==> src/rtl/rx_char_assembler.sv <==
// -----------------------------------------------------------------------------
// rx_char_assembler
//
// Upstream character assembler of the SpaceWire receive path. It takes one
// recovered bit per bit_valid strobe and hunts for the first NULL (ESC+FCT) to
// gain character alignment. After alignment it frames 4-bit control characters
// and 10-bit data/time-code characters. It also produces the received and
// expected parity of every header.
//
// Strobe semantics: bit_valid is a one-cycle qualifier for bit_d. It has no
// back-pressure and comes at most every second cycle. Every ready_* and
// rx_got_null output is a one-cycle pulse. It is registered on the posedge that
// samples the qualifying bit_valid. The downstream stage must accept it in
// that cycle.
//
// Parameters:
//   NULL_HUNT      1: discard bits until the first NULL is matched
//                  0: assume alignment from the first bit after enable
//
// Optional build macro:
//   RX_ESC_ERROR_EN  adds rx_error_esc. This sticky flag is set when ESC is
//                    followed by EOP, EEP or ESC. It clears on reset or when
//                    rx_enable is low.
//
// Ports:
//   posedge_clk        system clock
//   rx_resetn          asynchronous reset, active low
//   rx_enable          receiver enable; low drops any partial character
//   bit_valid, bit_d   received bit and its strobe
//   rx_locked          alignment achieved
//   rx_got_null        pulse when the first NULL is matched
//   ready_control      pulse: control header (P, flag=1) received
//   ready_data         pulse: data header (P, flag=0) received
//   parity_rec_c/_d    received parity bit of the last control/data header
//   parity_rec_c/d_gen expected parity for that same header
//   ready_control_p_r  pulse: control character complete
//   ready_data_p_r     pulse: data/time-code character complete
//   control_p_r        last control code (4 FCT, 5 EOP, 6 EEP, 7 ESC)
//   control_l_r        control code before control_p_r
//   dta_timec_p        {1'b0, byte} of the last data character
// -----------------------------------------------------------------------------
module rx_char_assembler #(
    parameter bit NULL_HUNT = 1'b1
) (
    input  logic       posedge_clk,
    input  logic       rx_resetn,
    input  logic       rx_enable,
    input  logic       bit_valid,
    input  logic       bit_d,
    output logic       rx_locked,
    output logic       rx_got_null,
    output logic       ready_control,
    output logic       ready_data,
    output logic       parity_rec_c,
    output logic       parity_rec_d,
    output logic       parity_rec_c_gen,
    output logic       parity_rec_d_gen,
    output logic       ready_control_p_r,
    output logic       ready_data_p_r,
    output logic [2:0] control_p_r,
    output logic [2:0] control_l_r,
    output logic [8:0] dta_timec_p
`ifdef RX_ESC_ERROR_EN
    ,
    output logic       rx_error_esc
`endif
);

    typedef enum logic [1:0] {
        S_HUNT   = 2'd0,
        S_HEADER = 2'd1,
        S_CTRL   = 2'd2,
        S_DATA   = 2'd3
    } state_t;

    // State entered after reset and whenever the receiver is disabled.
    localparam state_t IDLE_STATE = NULL_HUNT ? S_HUNT : S_HEADER;

    state_t     state,    state_nxt;
    logic [5:0] hunt_sr,  hunt_sr_nxt;   // six previous bits while hunting
    logic [2:0] bit_cnt,  bit_cnt_nxt;   // bit index inside header/payload
    logic       acc,      acc_nxt;       // XOR of current char payload
    logic       p_bit,    p_bit_nxt;     // parity bit of the current header
    logic [6:0] pay_sr,   pay_sr_nxt;    // payload bits, shifted in from the top
    logic       clr_pend, clr_pend_nxt;  // control_p_r clear after a data char

    logic       locked_nxt, got_null_nxt, rdy_c_nxt, rdy_d_nxt;
    logic       rdy_cp_nxt, rdy_dp_nxt;
    logic       par_c_nxt, par_c_gen_nxt, par_d_nxt, par_d_gen_nxt;
    logic [2:0] ctl_p_nxt, ctl_l_nxt;
    logic [8:0] dta_nxt;
`ifdef RX_ESC_ERROR_EN
    logic       err_nxt;
`endif

    logic [6:0] hunt_win;   // last seven bits including the current one
    logic       par_gen;    // odd parity over previous payload plus flag
    logic [2:0] ctl_code;   // control code completed by the current bit

    assign hunt_win = {hunt_sr, bit_d};
    assign par_gen  = 1'b1 ^ acc ^ bit_d;
    assign ctl_code = {1'b1, pay_sr[6], bit_d};

    // ------------------------------------------------------------------------
    // State and output registers
    // ------------------------------------------------------------------------
    always_ff @(posedge posedge_clk or negedge rx_resetn) begin
        if (!rx_resetn) begin
            state             <= IDLE_STATE;
            hunt_sr           <= '0;
            bit_cnt           <= '0;
            acc               <= 1'b0;
            p_bit             <= 1'b0;
            pay_sr            <= '0;
            clr_pend          <= 1'b0;
            rx_locked         <= 1'b0;
            rx_got_null       <= 1'b0;
            ready_control     <= 1'b0;
            ready_data        <= 1'b0;
            parity_rec_c      <= 1'b0;
            parity_rec_d      <= 1'b0;
            parity_rec_c_gen  <= 1'b0;
            parity_rec_d_gen  <= 1'b0;
            ready_control_p_r <= 1'b0;
            ready_data_p_r    <= 1'b0;
            control_p_r       <= '0;
            control_l_r       <= '0;
            dta_timec_p       <= '0;
`ifdef RX_ESC_ERROR_EN
            rx_error_esc      <= 1'b0;
`endif
        end else begin
            state             <= state_nxt;
            hunt_sr           <= hunt_sr_nxt;
            bit_cnt           <= bit_cnt_nxt;
            acc               <= acc_nxt;
            p_bit             <= p_bit_nxt;
            pay_sr            <= pay_sr_nxt;
            clr_pend          <= clr_pend_nxt;
            rx_locked         <= locked_nxt;
            rx_got_null       <= got_null_nxt;
            ready_control     <= rdy_c_nxt;
            ready_data        <= rdy_d_nxt;
            parity_rec_c      <= par_c_nxt;
            parity_rec_d      <= par_d_nxt;
            parity_rec_c_gen  <= par_c_gen_nxt;
            parity_rec_d_gen  <= par_d_gen_nxt;
            ready_control_p_r <= rdy_cp_nxt;
            ready_data_p_r    <= rdy_dp_nxt;
            control_p_r       <= ctl_p_nxt;
            control_l_r       <= ctl_l_nxt;
            dta_timec_p       <= dta_nxt;
`ifdef RX_ESC_ERROR_EN
            rx_error_esc      <= err_nxt;
`endif
        end
    end

    // ------------------------------------------------------------------------
    // Next-state and next-output logic
    // ------------------------------------------------------------------------
    always_comb begin
        state_nxt     = state;
        hunt_sr_nxt   = hunt_sr;
        bit_cnt_nxt   = bit_cnt;
        acc_nxt       = acc;
        p_bit_nxt     = p_bit;
        pay_sr_nxt    = pay_sr;
        clr_pend_nxt  = 1'b0;
        locked_nxt    = rx_locked;
        got_null_nxt  = 1'b0;
        rdy_c_nxt     = 1'b0;
        rdy_d_nxt     = 1'b0;
        rdy_cp_nxt    = 1'b0;
        rdy_dp_nxt    = 1'b0;
        par_c_nxt     = parity_rec_c;
        par_c_gen_nxt = parity_rec_c_gen;
        par_d_nxt     = parity_rec_d;
        par_d_gen_nxt = parity_rec_d_gen;
        ctl_p_nxt     = control_p_r;
        ctl_l_nxt     = control_l_r;
        dta_nxt       = dta_timec_p;
`ifdef RX_ESC_ERROR_EN
        err_nxt       = rx_error_esc;
`endif

        // control_p_r stays valid during the data pulse so a time-code can be
        // recognised. It is cleared one cycle later. Bit spacing means a
        // control completion can never land in this same cycle.
        if (clr_pend) begin
            ctl_l_nxt = control_p_r;
            ctl_p_nxt = 3'd0;
        end

        if (!rx_enable) begin
            state_nxt   = IDLE_STATE;
            hunt_sr_nxt = '0;
            bit_cnt_nxt = '0;
            acc_nxt     = 1'b0;
            locked_nxt  = 1'b0;
`ifdef RX_ESC_ERROR_EN
            err_nxt     = 1'b0;
`endif
        end else begin
            if (!NULL_HUNT) begin
                locked_nxt = 1'b1;
            end
            if (bit_valid) begin
                case (state)
                    S_HUNT: begin
                        hunt_sr_nxt = hunt_win[5:0];
                        // ESC flag+code, ignored FCT parity, FCT flag+code
                        if (hunt_win[6:4] == 3'b111 && hunt_win[2:0] == 3'b100) begin
                            got_null_nxt = 1'b1;
                            locked_nxt   = 1'b1;
                            ctl_l_nxt    = 3'd7;
                            ctl_p_nxt    = 3'd4;
                            acc_nxt      = 1'b0;
                            bit_cnt_nxt  = '0;
                            hunt_sr_nxt  = '0;
                            state_nxt    = S_HEADER;
                        end
                    end
                    S_HEADER: begin
                        if (bit_cnt == 3'd0) begin
                            p_bit_nxt   = bit_d;
                            bit_cnt_nxt = 3'd1;
                        end else begin
                            bit_cnt_nxt = 3'd0;
                            acc_nxt     = 1'b0;
                            if (bit_d) begin
                                par_c_nxt     = p_bit;
                                par_c_gen_nxt = par_gen;
                                rdy_c_nxt     = 1'b1;
                                state_nxt     = S_CTRL;
                            end else begin
                                par_d_nxt     = p_bit;
                                par_d_gen_nxt = par_gen;
                                rdy_d_nxt     = 1'b1;
                                state_nxt     = S_DATA;
                            end
                        end
                    end
                    S_CTRL: begin
                        pay_sr_nxt = {bit_d, pay_sr[6:1]};
                        acc_nxt    = acc ^ bit_d;
                        if (bit_cnt == 3'd0) begin
                            bit_cnt_nxt = 3'd1;
                        end else begin
                            bit_cnt_nxt = 3'd0;
                            ctl_l_nxt   = control_p_r;
                            ctl_p_nxt   = ctl_code;
                            rdy_cp_nxt  = 1'b1;
                            state_nxt   = S_HEADER;
`ifdef RX_ESC_ERROR_EN
                            if (control_p_r == 3'd7 && ctl_code != 3'd4) begin
                                err_nxt = 1'b1;
                            end
`endif
                        end
                    end
                    S_DATA: begin
                        pay_sr_nxt = {bit_d, pay_sr[6:1]};
                        acc_nxt    = acc ^ bit_d;
                        if (bit_cnt == 3'd7) begin
                            bit_cnt_nxt  = 3'd0;
                            dta_nxt      = {1'b0, bit_d, pay_sr};
                            rdy_dp_nxt   = 1'b1;
                            clr_pend_nxt = 1'b1;
                            state_nxt    = S_HEADER;
                        end else begin
                            bit_cnt_nxt = bit_cnt + 3'd1;
                        end
                    end
                    default: begin
                        state_nxt = IDLE_STATE;
                    end
                endcase
            end
        end
    end

endmodule

==> config.mk <==
export PLATFORM = sky130hd
export DESIGN_NAME = rx_char_assembler
export DESIGN_NICKNAME = d
export VERILOG_FILES = /design/src/rtl/rx_char_assembler.sv
export SDC_FILE = /design/constraint.sdc
export NUM_CORES = 1
export LEC_CHECK = 0
export ABC_AREA = 1
export ABC_CLOCK_PERIOD_IN_PS = 1940
export CAP_MARGIN = 10
export CORE_MARGIN = 5
export CORE_UTILIZATION = 54
export DETAILED_ROUTE_END_ITERATION = 8
export PLACE_DENSITY = 0.79
export SYNTH_ARGS = -nofsm -noshare
export SYNTH_HDL_FRONTEND = slang
export SYNTH_SLANG_ARGS = --single-unit
export TNS_END_PERCENT = 5
==> constraint.sdc <==
create_clock -name posedge_clk -period 1.94 [get_ports posedge_clk]
set_clock_uncertainty 0.1 [all_clocks]
set_input_delay 0.388 -clock posedge_clk [delete_from_list [all_inputs] [get_ports posedge_clk]]
set_output_delay 0.388 -clock posedge_clk [all_outputs]
set_load 0.005 [all_outputs]
==> impl_metrics.env <==
export IMPL_io_buffer_count=28
export IMPL_fp_dieH_um=73.3
export IMPL_status="finished clean"
export IMPL_drc=0
export IMPL_worstSetupStartpointType="flop"
export IMPL_dr_first_iter_drc_count=100
export IMPL_synth_top_family_by_area="simple AND/OR/NAND/NOR gates"
export IMPL_utilization=0.666
export IMPL_clkTransAtPathRegs_ns=0.08
export IMPL_peakVddDrop_v=0.000555
export IMPL_rsz0062_at_grt="false"
export IMPL_worst_ep_required_time_ns=1.45
export IMPL_slowest_stage="clkdlybuf4s50_1"
export IMPL_via_count=1667
export IMPL_dpl_worst_slack_ns=0.0909
export IMPL_finalSetupTns_ns=0
export IMPL_postCtsSetupRepairBufs=0
export IMPL_dpl_cell_area_sq_mm=0.00251
export IMPL_power_density_mw_per_mm2=1140
export IMPL_worstMarginPinSlew_ns=0.553
export IMPL_worstPathArrival_ns=1.29
export IMPL_synth_top_area_frac=0.509
export IMPL_overflow=0
export IMPL_ios=30
export IMPL_yosys_register_bits=44
export IMPL_period_needed_ns=1.78
export IMPL_ctsHoldBuffers=0
export IMPL_drt_pass1_iterations=4
export IMPL_areaGrowthSynthToFinish_pct=21.4
export IMPL_worstSetupPathType="flop to output port"
export IMPL_critPathTopFamily="buffers and inverters"
export IMPL_grt_util_all_layers=0.183
export IMPL_finalSetupViolCount=0
export IMPL_grt_pass1_wl_um=7560
export IMPL_synth_fa_ha_area_frac=0.0405
export IMPL_synth_compound_area_share=0.129
export IMPL_syn_nets=252
export IMPL_synth_mux_area_frac=0.0104
export IMPL_post_cts_resized=0
export IMPL_fin_nets=289
export IMPL_mostFrequentLayoutCells="nand2_1, dfrtp_1, inv_1"
export IMPL_path_cells="clkdlybuf4s50_1"
export IMPL_cts_root_buf="clkbuf_8"
export IMPL_drive_above_1_share=0.147
export IMPL_endpoint_kind="output port"
export IMPL_worstPathMaxFanout=5
export IMPL_totalWireLength_um=4320
export IMPL_rr_startpoint="bit_cnt[0]"
export IMPL_hpwl_um=3200
export IMPL_p_leak_uw=0.00135
export IMPL_avgSynthCellArea_sq_um=9.02
export IMPL_design_area_sq_mm=0.00263
export IMPL_synth_distinct_cells=35
export IMPL_gp_congestion=0.838
export IMPL_htreeDepth=2
export IMPL_synth_warning_count=0
export IMPL_clkSinkCount=44
export IMPL_hold_path_class="primary input to async pin"
export IMPL_antenna_found_initial=0
export IMPL_fp_coreArea_sq_mm=0.00394
export IMPL_cts_tree="done"
export IMPL_maxSlewHeadroom=0.631
export IMPL_mostFrequentLayoutCell="nand2_1"
export IMPL_rows=23
export IMPL_grt_max_degree=45
export IMPL_die_area_sq_mm=0.00537
export IMPL_synth_xor_area_frac=0.00405
export IMPL_syn_inst=240
export IMPL_cts_buffers=5
export IMPL_die_w_um=73.3
export IMPL_drt_vias_per_instance=5.08
export IMPL_fin_crit_sh=0.918
export IMPL_wl_per_cell_um=13.2
export IMPL_synth_simple_gate_area_frac=0.217
export IMPL_synthTopCellsByArea="dfrtp_1, nand2_1, inv_1"
export IMPL_initial_core_util=0.549
export IMPL_max_cap_violations=0
export IMPL_grt_pass1_vias=1644
export IMPL_clock_latency_ns=0.29
export IMPL_startpoint="clr_pend"
export IMPL_diodes=0
export IMPL_maxSlewViolCount=0
export IMPL_ys_seq_area_frac=0.509
export IMPL_crit_buf_inv=1
export IMPL_max_freq_mhz=561
export IMPL_hold_viol=0
export IMPL_clock_path_buffers=2
export IMPL_fin_ws_ns=0.159
export IMPL_synth_top_area_cell="dfrtp_1"
export IMPL_power_uw=3010
export IMPL_final_fill_count=324
export IMPL_syn_cell_area_sq_mm=0.00216
export IMPL_drtAntennaViolNets=0
export IMPL_max_stage_delay_ns=0.54
==> cell usage after synthesis <==
master and number:
a21boi_1 1, a21oi_1 12, a21oi_2 4, a32oi_1 1
and2_1 1, buf_4 2, buf_6 3, clkinv_2 1
conb_1 1, dfrtp_1 44, ha_1 7, inv_1 31
inv_2 3, inv_6 1, mux2_2 2, nand2_1 60
nand2_2 1, nand2_4 3, nand3_1 3, nand3_2 3
nand3_4 1, nand4_1 2, nand4_2 1, nor2_1 17
nor2_2 1, nor2_8 1, nor3_1 1, nor3_4 1
o211ai_1 2, o21ai_0 11, o21ai_1 13, o21ai_2 1
o22ai_1 2, o22ai_2 1, xor2_1 1
==> state kept, by name, indices dropped and copies added, names as in the netlist, 2 cells and up <==
| signal | count |
|---|---|
| bit_cnt | 3 |
| control_p_r | 3 |
| control_l_r | 3 |
| pay_sr | 7 |
| hunt_sr | 6 |
| state | 2 |
| dta_timec_p | 8 |
==> per-layer routing <==
layer | wire length [um] | up-vias | share of wire | GRT usage
li1 | - | 837 | - | -
met1 | 1930 | 789 | 0.45 | 0.248
met2 | 2170 | 35 | 0.50 | 0.291
met3 | 174 | 6 | 0.040 | 0.0492
met4 | 42 | 0 | 0.0097 | 0.0523
met5 | 0 | - | 0 | 0
==> final timing paths <==
check / endpoint / slack [ns] / cells past startpoint
max reg2reg: state[0] / 0.27 / 9
min in group posedge_clk: rx_locked / 0.40 / 2
max: ready_data_p_r / 0.16 / 1
min reg2reg: rx_locked / 0.40 / 2
max in group asynchronous: hunt_sr[4] / 1.30 / 2
min: dta_timec_p[6] / 0.06 / 2
==> final cells by class <==
class	instances	area, sq um	share of cell area
Sequential cell	44	1100	0.419
Multi-Input combinational cell	155	873	0.332
Timing Repair Buffer	35	328	0.125
Inverter	36	141	0.0538
Clock buffer	6	82.6	0.0314
Tap cell	50	62.6	0.0238
Clock inverter	2	38.8	0.0148
==> per-stage QoR <==
| stage | hold slack [ns] | cells |
|---|---|---|
| after global placement | 0.358 | 320 |
| after floorplan | -0.00759 | 240 |
| final | 0.0599 | 328 |
| after detailed placement | 0.378 | 320 |
| after global routing | 0.117 | 328 |
| after CTS | 0.0765 | 328 |
==> power breakdown <==
| group | internal (uW) | switching (uW) |
|---|---|---|
| Sequential | 1100 | 136 |
| Clock | 421 | 305 |
| Combinational | 434 | 610 |
==> kinds of logic (layout without fill, tap and decap cells) <==
kind of cell,Yosys count,after routing
flops,44,44
xor+xnor,1,1
buf+inv,41,79
compound gates,48,48
other cells,1,1
fa+ha+maj,7,7
simple gates,96,96
mux,2,2
No activity file was read; power rests on OpenSTA's default activity.
